File: src/rtl/load_store_ctrl_pkg.sv
// rtl/load_store_ctrl_pkg.sv - opcode/func3 constants and access alignment helper
package load_store_ctrl_pkg;

    localparam logic [6:0] OPC_LOAD  = 7'b0000011;
    localparam logic [6:0] OPC_STORE = 7'b0100011;

    localparam logic [2:0] FNC_LB  = 3'b000;
    localparam logic [2:0] FNC_LH  = 3'b001;
    localparam logic [2:0] FNC_LW  = 3'b010;
    localparam logic [2:0] FNC_LBU = 3'b100;
    localparam logic [2:0] FNC_LHU = 3'b101;
    localparam logic [2:0] FNC_SB  = 3'b000;
    localparam logic [2:0] FNC_SH  = 3'b001;
    localparam logic [2:0] FNC_SW  = 3'b010;

    // Halfwords only fault when they straddle the word; unknown func3 is treated as a fault.
    function automatic logic access_misaligned(input logic is_store, input logic [2:0] func3,
                                               input logic [1:0] off);
        if (func3 == FNC_LB || (!is_store && func3 == FNC_LBU))
            return 1'b0;
        if (func3 == FNC_LH || (!is_store && func3 == FNC_LHU))
            return (off == 2'b11);
        if (func3 == FNC_LW)
            return (off != 2'b00);
        return 1'b1;
    endfunction

endpackage

File: src/rtl/load_store_ctrl_store_align.sv
// rtl/load_store_ctrl_store_align.sv - byte enables, lane-shifted store data and alignment fault
module load_store_ctrl_store_align
    import load_store_ctrl_pkg::*;
(
    input  logic        is_store_i,
    input  logic [2:0]  func3_i,
    input  logic [1:0]  off_i,
    input  logic [31:0] rs2_i,
    output logic [3:0]  we_o,
    output logic [31:0] wdata_o,
    output logic        misaligned_o
);

    always_comb begin
        we_o         = 4'b0000;
        wdata_o      = 32'h0;
        misaligned_o = access_misaligned(is_store_i, func3_i, off_i);
        if (is_store_i && !misaligned_o) begin
            case (func3_i)
                FNC_SB: begin
                    we_o    = 4'b0001 << off_i;
                    wdata_o = {4{rs2_i[7:0]}};
                end
                FNC_SH: begin
                    we_o    = 4'b0011 << off_i;
                    wdata_o = {16'h0, rs2_i[15:0]} << {off_i, 3'b000};
                end
                FNC_SW: begin
                    we_o    = 4'b1111;
                    wdata_o = rs2_i;
                end
                default: begin
                    we_o    = 4'b0000;
                    wdata_o = 32'h0;
                end
            endcase
        end
    end

endmodule

File: src/rtl/load_store_ctrl.sv
// rtl/load_store_ctrl.sv - memory-stage load/store request controller
module load_store_ctrl
    import load_store_ctrl_pkg::*;
#(
    parameter int TIMEOUT_CYCLES = 255,
    parameter int CNT_W          = 8
) (
    input  logic        clk,
    input  logic        rst,
    input  logic        ex_valid,
    input  logic [31:0] ex_inst,
    input  logic [31:0] ex_addr,
    input  logic [31:0] ex_rs2,
    output logic        ex_ready,
    output logic        mem_req_valid,
    input  logic        mem_req_ready,
    output logic [31:0] mem_req_addr,
    output logic [3:0]  mem_req_we,
    output logic [31:0] mem_req_wdata,
    input  logic        mem_resp_valid,
    input  logic [31:0] mem_resp_data,
    output logic        wb_valid,
    output logic [31:0] wb_inst,
    output logic [31:0] wb_addr,
    output logic [31:0] wb_data_raw,
    output logic        misaligned,
    output logic        bus_error
);

    typedef enum logic [1:0] {ST_IDLE, ST_REQ, ST_WAIT, ST_DONE} state_t;

    state_t             state_q, state_d;
    logic [CNT_W-1:0]   cnt_q, cnt_d;
    logic               req_valid_q, req_valid_d;
    logic [31:0]        req_addr_q, req_addr_d;
    logic [3:0]         req_we_q, req_we_d;
    logic [31:0]        req_wdata_q, req_wdata_d;
    logic               wb_valid_q, wb_valid_d;
    logic [31:0]        wb_inst_q, wb_inst_d;
    logic [31:0]        wb_addr_q, wb_addr_d;
    logic [31:0]        wb_data_q, wb_data_d;
    logic               mis_q, mis_d;
    logic               berr_q, berr_d;

    logic               ex_is_load, ex_is_store, accept, cur_is_store, timeout_hit;
    logic [CNT_W-1:0]   cnt_inc;
    logic [3:0]         sa_we;
    logic [31:0]        sa_wdata;
    logic               sa_mis;

    assign ex_is_load   = (ex_inst[6:0] == OPC_LOAD);
    assign ex_is_store  = (ex_inst[6:0] == OPC_STORE);
    assign ex_ready     = (state_q == ST_IDLE) || (state_q == ST_DONE);
    assign accept       = ex_valid && ex_ready;
    assign cur_is_store = (wb_inst_q[6:0] == OPC_STORE);
    assign cnt_inc      = cnt_q + 1'b1;
    assign timeout_hit  = (cnt_inc == CNT_W'(TIMEOUT_CYCLES));

    load_store_ctrl_store_align u_store_align (
        .is_store_i   (ex_is_store),
        .func3_i      (ex_inst[14:12]),
        .off_i        (ex_addr[1:0]),
        .rs2_i        (ex_rs2),
        .we_o         (sa_we),
        .wdata_o      (sa_wdata),
        .misaligned_o (sa_mis)
    );

    always_comb begin
        state_d     = state_q;
        cnt_d       = cnt_q;
        req_valid_d = req_valid_q;
        req_addr_d  = req_addr_q;
        req_we_d    = req_we_q;
        req_wdata_d = req_wdata_q;
        wb_valid_d  = 1'b0;
        wb_inst_d   = wb_inst_q;
        wb_addr_d   = wb_addr_q;
        wb_data_d   = wb_data_q;
        mis_d       = 1'b0;
        berr_d      = 1'b0;

        case (state_q)
            ST_IDLE, ST_DONE: begin
                state_d = ST_IDLE;
                if (accept) begin
                    wb_inst_d = ex_inst;
                    wb_addr_d = ex_addr;
                    wb_data_d = 32'h0;
                    if (!(ex_is_load || ex_is_store)) begin
                        wb_valid_d = 1'b1;
                        state_d    = ST_DONE;
                    end else if (sa_mis) begin
                        wb_valid_d = 1'b1;
                        mis_d      = 1'b1;
                        state_d    = ST_DONE;
                    end else begin
                        req_valid_d = 1'b1;
                        req_addr_d  = {ex_addr[31:2], 2'b00};
                        req_we_d    = sa_we;
                        req_wdata_d = sa_wdata;
                        cnt_d       = '0;
                        state_d     = ST_REQ;
                    end
                end
            end
            ST_REQ: begin
                cnt_d = cnt_inc;
                // A handshake in the final cycle wins over the timeout: memory already owns it.
                if (mem_req_ready) begin
                    req_valid_d = 1'b0;
                    if (cur_is_store) begin
                        wb_valid_d = 1'b1;
                        state_d    = ST_DONE;
                    end else begin
                        state_d    = ST_WAIT;
                    end
                end else if (timeout_hit) begin
                    req_valid_d = 1'b0;
                    wb_valid_d  = 1'b1;
                    berr_d      = 1'b1;
                    wb_data_d   = 32'h0;
                    state_d     = ST_DONE;
                end
            end
            ST_WAIT: begin
                cnt_d = cnt_inc;
                if (mem_resp_valid) begin
                    wb_data_d  = mem_resp_data;
                    wb_valid_d = 1'b1;
                    state_d    = ST_DONE;
                end else if (timeout_hit) begin
                    wb_valid_d = 1'b1;
                    berr_d     = 1'b1;
                    wb_data_d  = 32'h0;
                    state_d    = ST_DONE;
                end
            end
            default: state_d = ST_IDLE;
        endcase
    end

    always_ff @(posedge clk) begin
        if (rst) begin
            state_q     <= ST_IDLE;
            cnt_q       <= '0;
            req_valid_q <= 1'b0;
            req_addr_q  <= 32'h0;
            req_we_q    <= 4'h0;
            req_wdata_q <= 32'h0;
            wb_valid_q  <= 1'b0;
            wb_inst_q   <= 32'h0;
            wb_addr_q   <= 32'h0;
            wb_data_q   <= 32'h0;
            mis_q       <= 1'b0;
            berr_q      <= 1'b0;
        end else begin
            state_q     <= state_d;
            cnt_q       <= cnt_d;
            req_valid_q <= req_valid_d;
            req_addr_q  <= req_addr_d;
            req_we_q    <= req_we_d;
            req_wdata_q <= req_wdata_d;
            wb_valid_q  <= wb_valid_d;
            wb_inst_q   <= wb_inst_d;
            wb_addr_q   <= wb_addr_d;
            wb_data_q   <= wb_data_d;
            mis_q       <= mis_d;
            berr_q      <= berr_d;
        end
    end

    assign mem_req_valid = req_valid_q;
    assign mem_req_addr  = req_addr_q;
    assign mem_req_we    = req_we_q;
    assign mem_req_wdata = req_wdata_q;
    assign wb_valid      = wb_valid_q;
    assign wb_inst       = wb_inst_q;
    assign wb_addr       = wb_addr_q;
    assign wb_data_raw   = wb_data_q;
    assign misaligned    = mis_q;
    assign bus_error     = berr_q;

endmodule

File: config.mk
export PLATFORM = sky130hd
export DESIGN_NAME = load_store_ctrl
export DESIGN_NICKNAME = d
export VERILOG_FILES = /design/src/rtl/load_store_ctrl_pkg.sv /design/src/rtl/load_store_ctrl_store_align.sv /design/src/rtl/load_store_ctrl.sv
export SDC_FILE = /design/constraint.sdc
export NUM_CORES = 1
export LEC_CHECK = 0
export BUFFER_PORTS_ARGS = -buffer_cell sky130_fd_sc_hd__buf_2
export CELL_PAD_IN_SITES_DETAIL_PLACEMENT = 1
export CELL_PAD_IN_SITES_GLOBAL_PLACEMENT = 2
export CORE_MARGIN = 4
export CORE_UTILIZATION = 29
export CTS_BUF_LIST = sky130_fd_sc_hd__clkbuf_16
export DETAILED_ROUTE_END_ITERATION = 10
export PLACE_DENSITY_LB_ADDON = 0.08
export SYNTH_ARGS = -nofsm -noshare
export SYNTH_HDL_FRONTEND = slang
export SYNTH_SLANG_ARGS = --single-unit
export TNS_END_PERCENT = 30
File: constraint.sdc
create_clock -name clk -period 5.1 [get_ports clk]
set_clock_uncertainty 0.2 [all_clocks]
set_input_delay 0.51 -clock clk [delete_from_list [all_inputs] [get_ports clk]]
set_output_delay 0.51 -clock clk [all_outputs]
set_load 0.005 [all_outputs]
==> results.cfg <==
[run_status]
status = complete, no violations

[logic_synthesis]
synth_area_leaders = dfxtp_1 (46%), nand2_1 (13%), a21oi_1 (11%), a22oi_1 (5.0%), o31ai_2 (4.7%)
synth_cell_type_count = 55
yosysWarningCount = 0
async_flop_share = 0
syn_avg_cell_area_sq_um = 8.091
syn_area_sq_um = 7702
synth_cells = 952
synth_common_cells = nand2_1 (259), dfxtp_1 (176), a21oi_1 (171)
yosysSeqAreaShare = 0.4574
synth_top_area_cell = dfxtp_1
ys.flop_type = dfxtp_1
synth_most_common_cell = nand2_1
ys_seq_elements = 176
synth_edf_count = 0
synth_top_area_share = 0.4574

[clocking]
post_cts_buffers = 0
cts_resized = 0
clk_pin_slew_ns = 0.07
worstSkewPairLatency_ns = 0.41
root_buffer = clkbuf_16
ctsHoldBuffers = 0
clock_sinks = 176
cts_tree = built
htree_levels = 4
clk_path_buf_depth = 2
cts_made_buffers = 17

[power_and_ir_drop]
p_sw_mw = 1.389
power_leakage_nw = 4.183
p_int_mw = 2.650
power.share.clock = 0.354
cellPowerDensity_nw_per_um2 = 407.5
swShare = 0.3438
peakVddDrop_mv = 0.2046
combPwrFrac = 0.259
pwr-share-seq = 0.387

[global_route]
grt_pass1_vias = 7677
overflow = 0
grt_max_degree = 75
grt_pass1_wl_um = 43610
grt_use_total = 0.1850
antenna_found_initial = 0

[worst_setup_path]
path_cells = inv_1 -> ha_2 -> nand2_2 -> nor4_2 -> and2_2 -> nand3_1 -> a21oi_1
critical_path_buf_inv_count = 1
crit_path_start_kind = flip-flop
required_ns = 5.24
crit_type = reg2reg
cpMaxStageDelayCell = and2_2
arrival_ns = 3.28
cp_top_family = simple AND/OR/NAND/NOR gates
setup.worst_path.start = state_q[0]
crit_path_max_incr_delay_ns = 0.92
endpoint_kind = flip-flop
reg2reg_from = state_q[0]
critical_path.max_fanout = 48

[die]
die_h_um = 171.0
die_x_um = 171.0
rows = 59
core_sq_um = 26060
start_util = 0.2956
die_area_sq_um = 29230
ios = 302

[hold_path]
hold_class = in2reg
hold_start = ex_inst[20]

[drt]
drt_iter0_drc = 440
wirelength_um = 28120
routedWlPerCell_um = 18.27
vias_per_cell = 5.018
drt_pass1_iterations = 5
drc = 0
detail-route-antenna-nets = 0
vias = 7723

[flow_run]
cap_violations = 0

[finish]
nFillCells = 3214
multi_input_area_sq_um = 3761
regArea_sq_um = 3523
layoutNonFillerInstCount = 1539
fin_nets = 1329
areaGrowthSynthToFinish_pct = 28.67
drive_gt1_frac = 0.3159

[place]
dpl.cell_count = 1508
hpwl_um = 19430
gp_congestion = 0.7898
numPortBuffers = 299

[timing]
period_share = 0.6154
final-setup-viol-count = 0
slew_violations = 0
relSlewSlack = 0.3115
finalSetupTns_ns = 0
worst_slew_pin_slew_ns = 1.033
hold_viol = 0
rsz0062_at_grt = no
fmax_mhz = 318.6
min_period_ns = 3.138
[layout make-up]
cell class                      instances  area share
Antenna cell                            1   0.0002525
Clock buffer                           17     0.04292
Clock inverter                         13     0.01995
Inverter                                8    0.003030
Multi-Input combinational cell        683      0.3795
Sequential cell                       176      0.3555
Tap cell                              335     0.04229
Timing Repair Buffer                  306      0.1565
[per-stage QoR]
step / setup WS, ns / total power [mW] / hold slack [ns] / area [sq um] / utilization
2_1_floorplan: 2.881 / 2.234 / 0.2483 / 7706 / -
3_3_place_gp: 2.028 / 2.656 / 0.2380 / 9285 / 0.3563
3_5_place_dp: 1.932 / 2.661 / 0.2438 / 9285 / 0.3563
4_1_cts: 1.903 / 4.122 / 0.08875 / 9908 / 0.3802
5_1_grt: 1.626 / 4.301 / 0.09588 / 9908 / 0.3802
6_report: 1.962 / 4.039 / 0.1164 / 9911 / 0.3803
[sequential cells by signal (all words and copies together), names as in the netlist, 2 cells and up]
signal and cells:
mem_req_wdata 32, wb_addr 32, wb_data_raw 32, wb_inst 32, mem_req_addr 30, cnt_q 8
mem_req_we 4, state_q 2
[path summary, 6_finish.rpt]
check | endpoint | slack (ns) | depth (start not counted)
worst min-delay path | wb_inst[20] | 0.12 | 3
worst min register to register | mem_req_wdata[26] | 0.25 | 2
worst max register to register | mem_req_wdata[15] | 1.96 | 7
worst max-delay path | mem_req_wdata[15] | 1.96 | 7
[worst min-delay path, stage by stage]
cell and delay (ns):
buf_2 0.09, nand2_1 0.04, a21oi_1 0.05
[logic make-up after synthesis]
kind of cell / synth area share
and+or+nand+nor: 0.1975
AOI/OAI and AO/OA: 0.2666
DFF: 0.4574
buffers and inverters: 0.05750
muxes: 0.01170
adders and majority gates: 0.006498
xor gates and xnor gates: 0.002275
other: 0.0004869
[metal layers]
layer,GRT usage,vias up,wire length [um]
li1,-,3793,-
met1,0.2414,3700,12490
met2,0.3091,217,13580
met3,0.04921,13,1855
met4,0.03893,0,193
met5,0,-,0
[cells in the final DEF (no fill, tap or decap), types with 3 or more instances in the layout]
cell type,n
buf_2,298
nand2_1,257
dfxtp_1,176
a21oi_1,170
a22oi_1,51
o31ai_2,29
nor2_1,25
nand3_1,19
clkbuf_16,17
o21ai_0,13
nand2b_1,13
o22ai_1,9
mux2i_1,9
a22o_1,8
a222oi_1,8
buf_4,8
inv_1,7
inv_6,7
nor2b_1,6
nor3_1,6
bufinv_16,4
or3_1,3
and3_1,3
nand3b_1,3
o31ai_1,3
o21ai_1,3
a211oi_1,3
ha_1,3
[power groups by stage]
| stage | sequential [mW] | combinational (mW) | clock (mW) |
|---|---|---|---|
| 6_report | 1.56 | 1.05 | 1.43 |
| 5_1_grt | 1.58 | 1.19 | 1.54 |
| 4_1_cts | 1.56 | 1.07 | 1.49 |
| 3_5_place_dp | 1.59 | 1.07 | 0 |
| 3_3_place_gp | 1.59 | 1.07 | 0 |
| 2_1_floorplan | 1.60 | 0.639 | 0 |
No activity file was read; power rests on OpenSTA's default activity.
